==> src/rtl/mux_sel_sequencer_pkg.sv <==
// Shared definitions for the pattern-playback sequencer that feeds the 7:1 bit-select mux.
// FSM encoding, pattern width and the last select index played in a pass.
package mux_sel_sequencer_pkg;

   typedef enum logic [1:0] {
      ST_IDLE = 2'd0,
      ST_RUN  = 2'd1,
      ST_DONE = 2'd2
   } state_e;

   localparam int         PAT_W    = 7;
   localparam logic [2:0] SEL_LAST = 3'd6;

endpackage

==> src/rtl/mux_sel_sequencer_rate_divider.sv <==
// Free-running rate divider: counts 0..DIV_MAX while enabled and flags the terminal count.
// tick is high for the single cycle in which the counter sits at DIV_MAX.
module rate_divider #(
   parameter int DIV_MAX = 49999999,
   parameter int DIV_W   = 26
) (
   input  logic clk,
   input  logic resetn,
   input  logic clear,
   input  logic enable,
   output logic tick
);

   logic [DIV_W-1:0] count_q;
   logic [DIV_W-1:0] count_d;
   logic             at_max;

   assign at_max = (count_q == DIV_W'(DIV_MAX));
   assign tick   = enable && at_max;

   always_comb begin
      count_d = count_q;
      if (clear) begin
         count_d = '0;
      end else if (enable) begin
         // exact-equality wrap keeps the count inside 0..DIV_MAX
         count_d = at_max ? '0 : count_q + DIV_W'(1);
      end
   end

   always_ff @(posedge clk or negedge resetn) begin
      if (!resetn) begin
         count_q <= '0;
      end else begin
         count_q <= count_d;
      end
   end

endmodule

==> src/rtl/mux_sel_sequencer.sv <==
// Pattern-playback sequencer: holds a 7-bit word and steps the mux select 0..6 at the divided rate.
// All outputs come straight from flops, so the downstream mux sees glitch-free word/sel.
module mux_sel_sequencer
   import mux_sel_sequencer_pkg::*;
#(
   parameter int DIV_MAX = 49999999,
   parameter int DIV_W   = 26
) (
   input  logic             clk,
   input  logic             resetn,
   input  logic             load,
   input  logic [PAT_W-1:0] data,
   input  logic             start,
   input  logic             abort,
   output logic [PAT_W-1:0] word,
   output logic [2:0]       sel,
   output logic             busy,
   output logic             done
);

   state_e           state_q, state_d;
   logic [PAT_W-1:0] word_q, word_d;
   logic [2:0]       sel_q, sel_d;
   logic             busy_q, busy_d;
   logic             done_q, done_d;
   logic             div_clear;
   logic             div_enable;
   logic             tick;

   // Divider only runs in RUN; abort zeroes it on the same edge that leaves RUN.
   assign div_enable = (state_q == ST_RUN);
   assign div_clear  = (state_q != ST_RUN) || abort;

   rate_divider #(
      .DIV_MAX (DIV_MAX),
      .DIV_W   (DIV_W)
   ) u_rate_divider (
      .clk    (clk),
      .resetn (resetn),
      .clear  (div_clear),
      .enable (div_enable),
      .tick   (tick)
   );

   always_comb begin
      state_d = state_q;
      word_d  = word_q;
      sel_d   = sel_q;
      busy_d  = 1'b0;
      done_d  = 1'b0;
      case (state_q)
         ST_IDLE: begin
            sel_d = 3'd0;
            if (load) begin
               word_d = data;
            end
            if (start) begin
               state_d = ST_RUN;
               busy_d  = 1'b1;
            end
         end
         ST_RUN: begin
            busy_d = 1'b1;
            if (abort) begin
               state_d = ST_IDLE;
               sel_d   = 3'd0;
               busy_d  = 1'b0;
            end else if (tick) begin
               if (sel_q == SEL_LAST) begin
                  state_d = ST_DONE;
                  sel_d   = 3'd0;
                  busy_d  = 1'b0;
                  done_d  = 1'b1;
               end else begin
                  sel_d = sel_q + 3'd1;
               end
            end
         end
         ST_DONE: begin
            state_d = ST_IDLE;
            sel_d   = 3'd0;
         end
         default: begin
            state_d = ST_IDLE;
            sel_d   = 3'd0;
         end
      endcase
   end

   always_ff @(posedge clk or negedge resetn) begin
      if (!resetn) begin
         state_q <= ST_IDLE;
         word_q  <= '0;
         sel_q   <= 3'd0;
         busy_q  <= 1'b0;
         done_q  <= 1'b0;
      end else begin
         state_q <= state_d;
         word_q  <= word_d;
         sel_q   <= sel_d;
         busy_q  <= busy_d;
         done_q  <= done_d;
      end
   end

   assign word = word_q;
   assign sel  = sel_q;
   assign busy = busy_q;
   assign done = done_q;

endmodule

==> config.mk <==
export PLATFORM = sky130hd
export DESIGN_NAME = mux_sel_sequencer
export DESIGN_NICKNAME = d
export VERILOG_FILES = /design/src/rtl/mux_sel_sequencer_pkg.sv /design/src/rtl/mux_sel_sequencer_rate_divider.sv /design/src/rtl/mux_sel_sequencer.sv
export SDC_FILE = /design/constraint.sdc
export NUM_CORES = 1
export LEC_CHECK = 0
export ABC_AREA = 1
export BUFFER_PORTS_ARGS = -buffer_cell sky130_fd_sc_hd__clkbuf_2
export CORE_MARGIN = 3
export CORE_UTILIZATION = 45
export CTS_CLUSTER_SIZE = 40
export DETAILED_ROUTE_END_ITERATION = 8
export RECOVER_POWER = 25
export SLEW_MARGIN = 10
export SYNTH_ARGS = -nofsm -noshare
export SYNTH_HDL_FRONTEND = slang
export SYNTH_HIERARCHICAL = 1
export SYNTH_SLANG_ARGS = --single-unit
==> constraint.sdc <==
create_clock -name clk -period 3.9 [get_ports clk]
set_input_delay 0.585 -clock clk [delete_from_list [all_inputs] [get_ports clk]]
set_output_delay 0.585 -clock clk [all_outputs]
set_load 0.005 [all_outputs]
Word level (Yosys, flattened, before mapping):

Cells that the tools add are included.
Widths: inputs -> output; s select.

* bits in registers: 40
* output and inout bits: 12
* logic and storage cells: 42

* add/subtract/negate cells: 2
* equality and inequality tests: 7
* muxes and demuxes: 21
* reduce and logical (&&, ||, !) cells: 6

Operators with widths (count)
* $mux 26: 3
* $add 26x1->26 const B: 1
* $eq 26x26->1 const B: 1
* $mux 3: 4
* $mux 1: 8
* $mux 2: 4
* $ne 3x3->1 const B: 2
* $pmux 2 s2: 1
* $add 3x1->3 const B: 1
* $eq 3x3->1 const B: 1
* $reduce_and 3->1: 1
* $eq 2x1->1 const B: 1
* $logic_not 2->1: 1
* $ne 2x1->1 const B: 1
* $ne 2x2->1 const B: 1
* $pmux 1 s2: 1
* $reduce_and 2->1: 1
* $reduce_bool 2->1: 1
* $logic_and 1x1->1: 1
* $logic_or 1x1->1: 1

Logic depth before layout (Yosys ltp):

Gate-level depths: netlist of run 1.

* depth in word-level cells: 5
* depth in mapped cells: 12
* mapped depth without buffers: 12

Cells and area by module:

The synthesis of run 1 kept the hierarchy.

Modules (own cells, without submodules)
* rate_divider: instances 1, cells an instance 246, area each 1687.9 sq um, sequential area each 650.6 sq um
* mux_sel_sequencer: instances 1, cells an instance 67, area each 614.3 sq um, sequential area each 350.3 sq um

Worst setup path before layout of run 1:

Ideal clock, no wire load.

* path kind: input to register
* start: input abort
* end: register u_rate_divider.count_q[3]
* arrival: 1581 ps
* data required time: 3780 ps
* path slack: 2199 ps
* stages on the path: 8
* path buffers: 1
* cells stage by stage: inv_1 -> nand2_4 -> nor2_1 -> inv_1 -> buf_2 -> nand2_1 -> xor2_1 -> nor2_2

* cells in the longest elaborated chain, start to end: 2
* elaborated cells between the ends (all ways): 3
* those cells by class: mux: 1; reduce/logical: 2

Ends and longest elaborated chain
* start, declared: line mux_sel_sequencer.sv:14 `input logic abort,`
* $logic_or 1x1->1 *: line mux_sel_sequencer.sv:32 `assign div_clear = (state_q != ST_RUN) || abort;`
* net div_clear: line mux_sel_sequencer.sv:26 `logic div_clear;`
* $mux 26 / $reduce_bool 2->1 (equally long branches)
* end signal, assigned: line mux_sel_sequencer_rate_divider.sv:35 `count_q <= count_d;`
* end, declared: line mux_sel_sequencer_rate_divider.sv:14 `logic [DIV_W-1:0] count_q;`

The timed path passes the listed nets; every way through them passes the cells marked *.
A chain may end at the register's enable or synchronous reset.

Worst setup path after layout of run 1:

* start: register state_q[1]
* end: register u_rate_divider.count_q[21]

* elaborated cells between the ends (all ways): 5
* those cells by class: eq/ne: 2; mux: 1; reduce/logical: 2

RTL lines
* start, declared: line mux_sel_sequencer.sv:21 `state_e state_q, state_d;`
* start signal, assigned: line mux_sel_sequencer.sv:98 `state_q <= state_d;`
* $eq 2x1->1: line mux_sel_sequencer.sv:31 `assign div_enable = (state_q == ST_RUN);`
* net div_enable: line mux_sel_sequencer.sv:27 `logic div_enable;`
* $reduce_bool 2->1 (no line)

The timed path passes the listed nets, and every way through them passes these cells.

==> flow_summary.json, run 1 <==
{
  "grt_remaining_overflow": 0,
  "fmax_mhz": 464,
  "maxSlewHeadroom": -0.423,
  "peakVddDrop_uv": 233,
  "grt_setup_unrepaired": "no",
  "initial_core_util": 0.475,
  "hold_buffers": 0,
  "yosysWarnings": 6,
  "yosysTopAreaCell": "dfrtp_1",
  "fin_hold_ws_ns": 0.475,
  "remaining_drc_errors": 0,
  "worst_ep_required_time_ns": 4.12,
  "cp.arrival_ns": 2.37,
  "grt_pass1_wl_mm": 8.96,
  "cts-root-buf": "clkbuf_8",
  "ant_nets": 0,
  "synth-seq-cells": 40,
  "min_from": "word[1]$_DFFE_PN0P_",
  "core_area_um2": 4850,
  "synth_compound_area_frac": 0.0402,
  "ys_seq_area_frac": 0.435,
  "nets": 352,
  "dp_hpwl_mm": 3.75,
  "finalHoldViolations": 0,
  "antenna_cells": 0,
  "yosys-top-cells-count": "nand2_1 (85), nor2_1 (49), dfrtp_1 (40)",
  "dieArea_um2": 6010,
  "place_area_um2": 2470,
  "via_count": 1949,
  "grt_start_max_net_pins": 41,
  "min_period_over_period": 0.553,
  "clock_latency_ns": 0.29,
  "io_buffers": 23,
  "tns_ns": 0,
  "design_area_um2": 2590,
  "slew_viol_final": 41,
  "synth_xor_area_frac": 0.0266,
  "synth-edff-count": 0,
  "synth_area_um2": 2300,
  "wl_per_cell_um": 12.5,
  "die_y_um": 77.5,
  "viasPerCell": 4.80,
  "htreeDepth": 2,
  "synth_top_family_by_area": "simple AND/OR/NAND/NOR gates",
  "drive_above_1_share": 0.171,
  "cts_resized": 0,
  "startpoint": "state_q[1]$_DFFE_PN0P_",
  "drt_pass1_iterations": 4,
  "post-synth-top-area-fraction": 0.435,
  "clock_skew_ns": 0.00443,
  "failed_checks": "max-capacitance violations, max-slew violations",
  "syn2layout_area_growth_pct": 12.7,
  "leakage_nw": 1.15,
  "drtIter0Drc": 89,
  "cts_tree": "yes",
  "hold_path_class": "register to register",
  "num_io_pins": 24,
  "crit_type": "register to register",
  "worstMarginPinSlew_ns": 2.13,
  "synthMuxAreaShare": 0,
  "drt_wl_total_mm": 5.07,
  "critPathCaptureType": "register",
  "clockBufferDepth": 2,
  "synth_fp_nets": 326,
  "avgSynthCellArea_um2": 7.36,
  "timing.rr.start": "state_q[1]$_DFFE_PN0P_",
  "grt_antenna_before_repair": 0,
  "synthCells": 313,
  "fp.dieW_um": 77.5,
  "cts_setup_buffers": 0,
  "rows": 25,
  "fin_util": 0.535,
  "synthTopCellsByArea": "dfrtp_1 (43%), nand2_1 (14%), nor2_1 (8.0%)",
  "setup-violations-final": 0,
  "synth_most_common_cell": "nand2_1",
  "synth-adder-area-share": 0.00543,
  "p_per_area_nw_per_um2": 372,
  "cp-start-kind": "register",
  "first_global_vias": 1909,
  "synthArstFlopShare": 1.00,
  "path_max_fanout": 24,
  "ys_types": 28,
  "layout_min_cycle_time_ns": 2.16,
  "status": "finished, violations left",
  "gp_congestion": 0.906,
  "regToRegSetupSlack_ns": 1.74,
  "synthSimpleGateAreaFrac": 0.409,
  "drv_cap": 1,
  "grt.total_usage": 0.188,
  "synth_ff_type": "dfrtp_1",
  "clk_pin_slew_ns": 0.08,
  "cts_sinks": 40,
  "cts_made_buffers": 5
}
## routing by layer
metal	track usage	wire length [um]	up-vias
met4	0.0623	43	0
met5	0	0	-
met2	0.285	2210	29
met3	0.0441	169	5
li1	-	-	1036
met1	0.264	2640	879
## metrics by stage
step | power [mW] | std cells | worst slack [ns]
2_1_floorplan | 0.541 | 313 | 2.20
3_3_place_gp | 0.583 | 399 | 1.67
3_5_place_dp | 0.584 | 399 | 1.58
4_1_cts | 0.984 | 406 | 1.75
5_1_grt | 1.02 | 406 | 1.33
6_report | 0.965 | 406 | 1.74
## cell type report
| cell class | instances | area, um2 |
|---|---|---|
| fill | 484 | 2250 |
| multi-input combinational | 228 | 1110 |
| sequential | 40 | 1000 |
| inverter | 41 | 160 |
| timing repair buffer | 23 | 114 |
| tap | 67 | 83.8 |
| clock buffer | 5 | 68.8 |
| clock inverter | 2 | 60.1 |
## path summary, 6_finish.rpt
| path | cells past startpoint | end |
|---|---|---|
| worst max-delay path | 9 | u_rate_divider/count_q[21]$_DFFE_PN0P_ |
| worst min-delay path | 2 | word[1]$_DFFE_PN0P_ |
| worst max register to register | 9 | u_rate_divider/count_q[21]$_DFFE_PN0P_ |
| worst min register to register | 2 | word[1]$_DFFE_PN0P_ |
| max in group asynchronous | 1 | u_rate_divider/count_q[15]$_DFFE_PN0P_ |
| min in group asynchronous | 1 | word[6]$_DFFE_PN0P_ |
## flip-flops by register name, indices dropped and copies added (netlist names)
signal and count:
sel 3, u_rate_divider/count_q 26, busy 1, word 7
done 1, state_q 2
## power breakdown
| group | switching (mW) | leakage, nW | internal, mW |
|---|---|---|---|
| Combinational | 0.0799 | 0.539 | 0.0389 |
| Clock | 0.142 | 0.0642 | 0.252 |
| Sequential | 0.0138 | 0.542 | 0.438 |
| Total | 0.236 | 1.15 | 0.729 |
## worst max-delay path, cell delays in order, from the launching register on
cell     delay, ns
dfrtp_1       0.41
nor2_4        0.23
nor2_1        0.12
inv_1         0.60
nand2_2       0.19
nor2_4        0.23
nand2_1       0.09
nand2_1       0.07
nand2_1       0.05
nor2_1        0.10
## cells in the final DEF, fill, tap and decap left out, types with 4 or more instances in the layout
| cell | Yosys | routed |
|---|---|---|
| nand2_2 | 4 | 4 |
| xor2_1 | 7 | 7 |
| inv_1 | 38 | 38 |
| clkbuf_2 | 0 | 22 |
| a21oi_1 | 4 | 4 |
| clkbuf_8 | 0 | 5 |
| nand4_1 | 13 | 13 |
| nand2_1 | 85 | 85 |
| dfrtp_1 | 40 | 40 |
| nand3_1 | 29 | 29 |
| nor2_2 | 15 | 14 |
| nor2_1 | 49 | 50 |
| o21ai_0 | 6 | 6 |
## cells by family (layout without fill, tap and decap cells)
logic type | count (synthesis) | count (layout)
simple gates | 205 | 205
buf+inv | 45 | 71
flops | 40 | 40
compound gates | 15 | 15
xor+xnor | 7 | 7
fa+ha+maj | 1 | 1
(Power assumes the default switching activity.)
==> run 2: changes to the inputs <==
- ABC_AREA: 1 -> 0
- clock period: 3.9 -> 2.1 ns (I/O delays scaled with it)
==> flow_summary.json, run 2 <==
{
  "fin_ws_ns": 0.178,
  "p_per_area_nw_per_um2": 655,
  "top_register": "u_rate_divider/count_q",
  "largest_reg_flops": 26,
  "fp.dieW_um": 74.9,
  "dp_hpwl_mm": 3.43,
  "yosys-top-cells-count": "dfrtp_1 (40), nand2_1 (18), a21oi_1 (17)",
  "clockBufferDepth": 2,
  "antenna_cells": 0,
  "ys_seq_area_frac": 0.469,
  "ant_nets": 0,
  "min_period_over_period": 0.915,
  "fin_util": 0.550,
  "design_area_um2": 2460,
  "setup-violations-final": 0,
  "clock_latency_ns": 0.28,
  "post-synth-top-area-fraction": 0.469,
  "p_sw_frac": 0.227,
  "grt.total_usage": 0.185,
  "place_area_um2": 2350,
  "nets": 265,
  "leakage_nw": 1.00,
  "cts-root-buf": "clkbuf_8",
  "synthSimpleGateAreaFrac": 0.281,
  "cts_tree": "yes",
  "maxSlewHeadroom": 0.0250,
  "peakVddDrop_uv": 361,
  "synth-seq-cells": 40,
  "crit_type": "register to register",
  "critPathTopFamily": "simple AND/OR/NAND/NOR gates",
  "synth_most_common_cell": "dfrtp_1",
  "wl_per_cell_um": 15.6,
  "finalPower_mw": 1.61,
  "status": "finished, final reports clean",
  "clk_pin_slew_ns": 0.08,
  "p_clk_frac": 0.378,
  "crit_chain": "ha_1 > and3_1 > nand2_2 > or4_1 > a21oi_1",
  "cts_resized": 0,
  "hold_path_class": "input port to register",
  "fillers": 423,
  "critPathCaptureType": "register",
  "grt_busiest_layer": "met2",
  "remaining_drc_errors": 0,
  "p_sw_mw": 0.366,
  "worst_ep_required_time_ns": 2.30,
  "cts_made_buffers": 5,
  "finalHoldViolations": 0,
  "dieArea_um2": 5610,
  "path_max_fanout": 8,
  "die_y_um": 74.9,
  "synth_ff_type": "dfrtp_1",
  "clock_skew_ns": 0.00492,
  "drv_cap": 0,
  "first_global_vias": 1647,
  "grt_use_met2": 0.274,
  "layout_min_cycle_time_ns": 1.92,
  "synth_top_family_by_area": "simple AND/OR/NAND/NOR gates",
  "drive_above_1_share": 0.237,
  "yosysTopAreaCell": "dfrtp_1",
  "critPathSlowestCell": "or4_1",
  "tns_ns": 0,
  "grt_setup_unrepaired": "no",
  "critical_path.max_stage_delay_ns": 0.49,
  "place_ws_ns": 0.225,
  "synth-edff-count": 0,
  "p_int_mw": 1.25,
  "synthMuxAreaShare": 0.0416,
  "grt_remaining_overflow": 0,
  "hold_buffers": 0,
  "synthArstFlopShare": 1.00,
  "min_from": "data[2]",
  "synth_compound_area_frac": 0.125,
  "via_count": 1807,
  "slew_viol_final": 0,
  "startpoint": "u_rate_divider/count_q[0]$_DFFE_PN0P_",
  "io_buffers": 23,
  "seq_power_share": 0.514,
  "rows": 24,
  "synth-adder-area-share": 0.00586,
  "crit_buf_inv": 0,
  "grt_antenna_before_repair": 0,
  "synthTopCellsByArea": "dfrtp_1 (47%), a21oi_1 (4.0%), mux2_2 (3.7%)",
  "layout_commonest_cell": "dfrtp_1",
  "final_cell_mix": "dfrtp_1 (40), clkbuf_2 (22), nand2_1 (18)",
  "drt_pass1_iterations": 4,
  "grtUsageMet1": 0.269,
  "cp-start-kind": "register",
  "cts_sinks": 40,
  "viasPerCell": 5.92,
  "cts_setup_buffers": 0,
  "htreeDepth": 2,
  "synth_xor_area_frac": 0.0328,
  "timing.rr.start": "u_rate_divider/count_q[0]$_DFFE_PN0P_",
  "synth_area_um2": 2130,
  "avgSynthCellArea_um2": 9.84,
  "gp_congestion": 0.846,
  "cp.arrival_ns": 2.13,
  "yosysWarnings": 6,
  "ys_types": 43,
  "regToRegSetupSlack_ns": 0.18,
  "met3_usage": 0.0414,
  "core_area_um2": 4470,
  "drtIter0Drc": 88,
  "syn2layout_area_growth_pct": 15.2,
  "num_io_pins": 24,
  "synth_fp_nets": 230,
  "synthCells": 217,
  "drt_wl_total_mm": 4.75,
  "worstMarginPinSlew_ns": 1.46,
  "initial_core_util": 0.477,
  "grt_start_max_net_pins": 29,
  "fmax_mhz": 520,
  "grt_pass1_wl_mm": 7.96,
  "pwr-share-comb": 0.108
}
-- run 2: changes by cell type after synthesis, sizes merged, moves of 5 or more --
cell / change
nor2: -52
mux2: +7
and3: +6
a21oi: +13
o31ai: +10
nand2: -73
or3: +7
nand3: -18
or4: +9
inv: -33
nor4: +5
-- run 2: metal layers --
metal	vias to the layer above	wire length (um)
met2	26	2210
li1	888	-
met4	0	14
met5	-	0
met3	2	172
met1	891	2350
-- run 2: worst paths after layout --
| kind | endpoint | cells past startpoint |
|---|---|---|
| max in group asynchronous | u_rate_divider/count_q[4]$_DFFE_PN0P_ | 2 |
| min reg2reg | word[1]$_DFFE_PN0P_ | 1 |
| max reg2reg | u_rate_divider/count_q[14]$_DFFE_PN0P_ | 5 |
| min in group asynchronous | u_rate_divider/count_q[20]$_DFFE_PN0P_ | 1 |
| max | u_rate_divider/count_q[14]$_DFFE_PN0P_ | 5 |
| min | word[2]$_DFFE_PN0P_ | 2 |
-- run 2: stage by stage --
stage | hold WS, ns | cells
detailed placement | 0.391 | 297
global route | 0.244 | 305
finish | 0.261 | 305
CTS | 0.0758 | 305
global placement | 0.389 | 297
floorplan | 0.0194 | 217
-- run 2: cell families after synthesis --
group                      Yosys count
adders and majority gates            1
muxes                                8
and+or+nand+nor                    103
buffers and inverters               15
AOI/OAI and AO/OA                   42
DFF                                 40
xor gates and xnor gates             8
-- run 2: cell type report --
| class | count | area (um2) | area share |
|---|---|---|---|
| Timing Repair Buffer | 37 | 219 | 0.0890 |
| Multi-Input combinational cell | 162 | 1040 | 0.425 |
| Tap cell | 52 | 65.1 | 0.0264 |
| Clock buffer | 6 | 72.6 | 0.0295 |
| Sequential cell | 40 | 1000 | 0.407 |
| Inverter | 6 | 22.5 | 0.00916 |
| Clock inverter | 2 | 35.0 | 0.0142 |
-- run 2: power groups by stage --
stage | registers (mW) | logic, mW | clock network, mW
3_5_place_dp | 0.844 | 0.177 | 0
5_1_grt | 0.834 | 0.195 | 0.665
4_1_cts | 0.829 | 0.178 | 0.627
2_1_floorplan | 0.846 | 0.0946 | 0
6_report | 0.828 | 0.174 | 0.610
3_3_place_gp | 0.842 | 0.177 | 0
==> run 3: changes to the inputs <==
- CAP_MARGIN: not set -> 20
- REMOVE_ABC_BUFFERS: not set -> 1
==> flow_summary.json, run 3 (synthesis results as in run 2) <==
{
  "remaining_drc_errors": 0,
  "critical_path.max_stage_delay_ns": 0.39,
  "slew_viol_final": 29,
  "die_y_um": 74.9,
  "drtIter0Drc": 126,
  "cts_setup_buffers": 0,
  "wl_per_cell_um": 15.2,
  "min_period_over_period": 0.899,
  "worstMarginPinSlew_ns": 1.54,
  "cts_sinks": 40,
  "grt.total_usage": 0.185,
  "cts_made_buffers": 5,
  "place_ws_ns": 0.168,
  "cts-root-buf": "clkbuf_8",
  "clock_skew_ns": 0.00696,
  "grt_setup_unrepaired": "no",
  "cts_tree": "yes",
  "reg2regPathDepth": 6,
  "failed_checks": "max-capacitance violations, max-slew violations",
  "rr_endpoint": "u_rate_divider/count_q[15]$_DFFE_PN0P_",
  "gp_congestion": 0.871,
  "worst_ep_required_time_ns": 2.32,
  "timing.rr.start": "state_q[1]$_DFFE_PN0P_",
  "grt_start_max_net_pins": 29,
  "first_global_vias": 1603,
  "maxSlewHeadroom": -0.0273,
  "dp_hpwl_mm": 3.37,
  "nets": 266,
  "grt_antenna_before_repair": 0,
  "p_per_area_nw_per_um2": 694,
  "drt_wl_total_mm": 4.64,
  "top_register": "u_rate_divider/count_q",
  "htreeDepth": 2,
  "antenna_cells": 0,
  "layout_commonest_cell": "dfrtp_1",
  "syn2layout_area_growth_pct": 16.6,
  "dieArea_um2": 5610,
  "cp.arrival_ns": 2.10,
  "via_count": 1785,
  "setup-violations-final": 0,
  "critPathCaptureType": "register",
  "cp-start-kind": "register",
  "initial_core_util": 0.477,
  "clock_latency_ns": 0.29,
  "fin_util": 0.556,
  "crit_chain": "and2b_2 > o21a_1 > nand4_4 > buf_4 > or3_1 > a21oi_1",
  "grt_remaining_overflow": 0,
  "critPathSlowestCell": "dfrtp_1",
  "ant_nets": 0,
  "grt_pass1_wl_mm": 7.79,
  "drv_cap": 1,
  "rows": 24,
  "fp.dieW_um": 74.9,
  "path_max_fanout": 10,
  "hold_path_class": "input port to register",
  "drive_above_1_share": 0.241,
  "layout_min_cycle_time_ns": 1.89,
  "crit_path_end": "u_rate_divider/count_q[15]$_DFFE_PN0P_",
  "regToRegSetupSlack_ns": 0.21,
  "io_buffers": 23,
  "fin_hold_ws_ns": 0.254,
  "clockBufferDepth": 2,
  "num_io_pins": 24,
  "finalHoldViolations": 0,
  "largest_reg_flops": 26,
  "final_cell_mix": "dfrtp_1 (40), clkbuf_2 (22), nand2_1 (18)",
  "hold_buffers": 0,
  "drt_pass1_iterations": 4,
  "crit_type": "register to register",
  "viasPerCell": 5.85,
  "fin_ws_ns": 0.211,
  "peakVddDrop_uv": 275,
  "startpoint": "state_q[1]$_DFFE_PN0P_",
  "fmax_mhz": 530,
  "status": "finished, violations left",
  "clk_pin_slew_ns": 0.08,
  "tns_ns": 0,
  "leakage_nw": 1.02,
  "core_area_um2": 4470
}
-- run 3: worst min-delay path by stage --
stage | startpoint | end | slack, ns | cells after the start
6_report | data[1] | word[1]$_DFFE_PN0P_ | 0.25 | 2
5_1_grt | data[4] | word[4]$_DFFE_PN0P_ | 0.25 | 2
4_1_cts | resetn | u_rate_divider/count_q[10]$_DFFE_PN0P_ | 0.09 | 1
3_5_place_dp | resetn | u_rate_divider/count_q[21]$_DFFE_PN0P_ | 0.41 | 1
3_3_place_gp | resetn | u_rate_divider/count_q[21]$_DFFE_PN0P_ | 0.41 | 1
2_1_floorplan | resetn | busy$_DFF_PN0_ | 0.02 | 0
-- run 3: what timing repair did --
action,in CTS,in global routing
endpoints found under the hold margin,0,0
resized for setup,0,1
endpoints found under the setup margin,0,3
-- run 3: worst max-delay path: cells and delay by family (launching register included) --
kind	cells	cell delay (ns)
DFF	1	0.39
buffers and inverters	1	0.22
and+or+nand+nor	3	0.80
AOI/OAI and AO/OA	2	0.40
-- run 3: layout make-up --
| type | instances | area (um2) |
|---|---|---|
| Fill cell | 405 | 1990 |
| Multi-Input combinational cell | 162 | 1040 |
| Sequential cell | 40 | 1000 |
| Timing Repair Buffer | 38 | 226 |
| Clock buffer | 5 | 68.8 |
| Tap cell | 52 | 65.1 |
| Clock inverter | 2 | 60.1 |
| Inverter | 6 | 22.5 |
-- run 3: stage by stage --
stage	instances	area, um2	power, mW
6_report	305	2490	1.73
3_5_place_dp	298	2350	1.03
4_1_cts	305	2480	1.75
5_1_grt	305	2490	1.82
2_1_floorplan	208	2060	0.927
3_3_place_gp	298	2350	1.02
-- run 3: routing by layer --
layer,global-route usage,wire length (um)
met1,0.275,2290
met2,0.261,2060
met3,0.0454,220
met4,0.0652,67
met5,0,0
-- run 3: where the power goes --
| part | total (mW) | internal (mW) | switching, mW |
|---|---|---|---|
| registers | 0.825 | 0.808 | 0.0168 |
| logic | 0.180 | 0.0863 | 0.0941 |
| clock network | 0.722 | 0.468 | 0.255 |
| total | 1.73 | 1.36 | 0.365 |
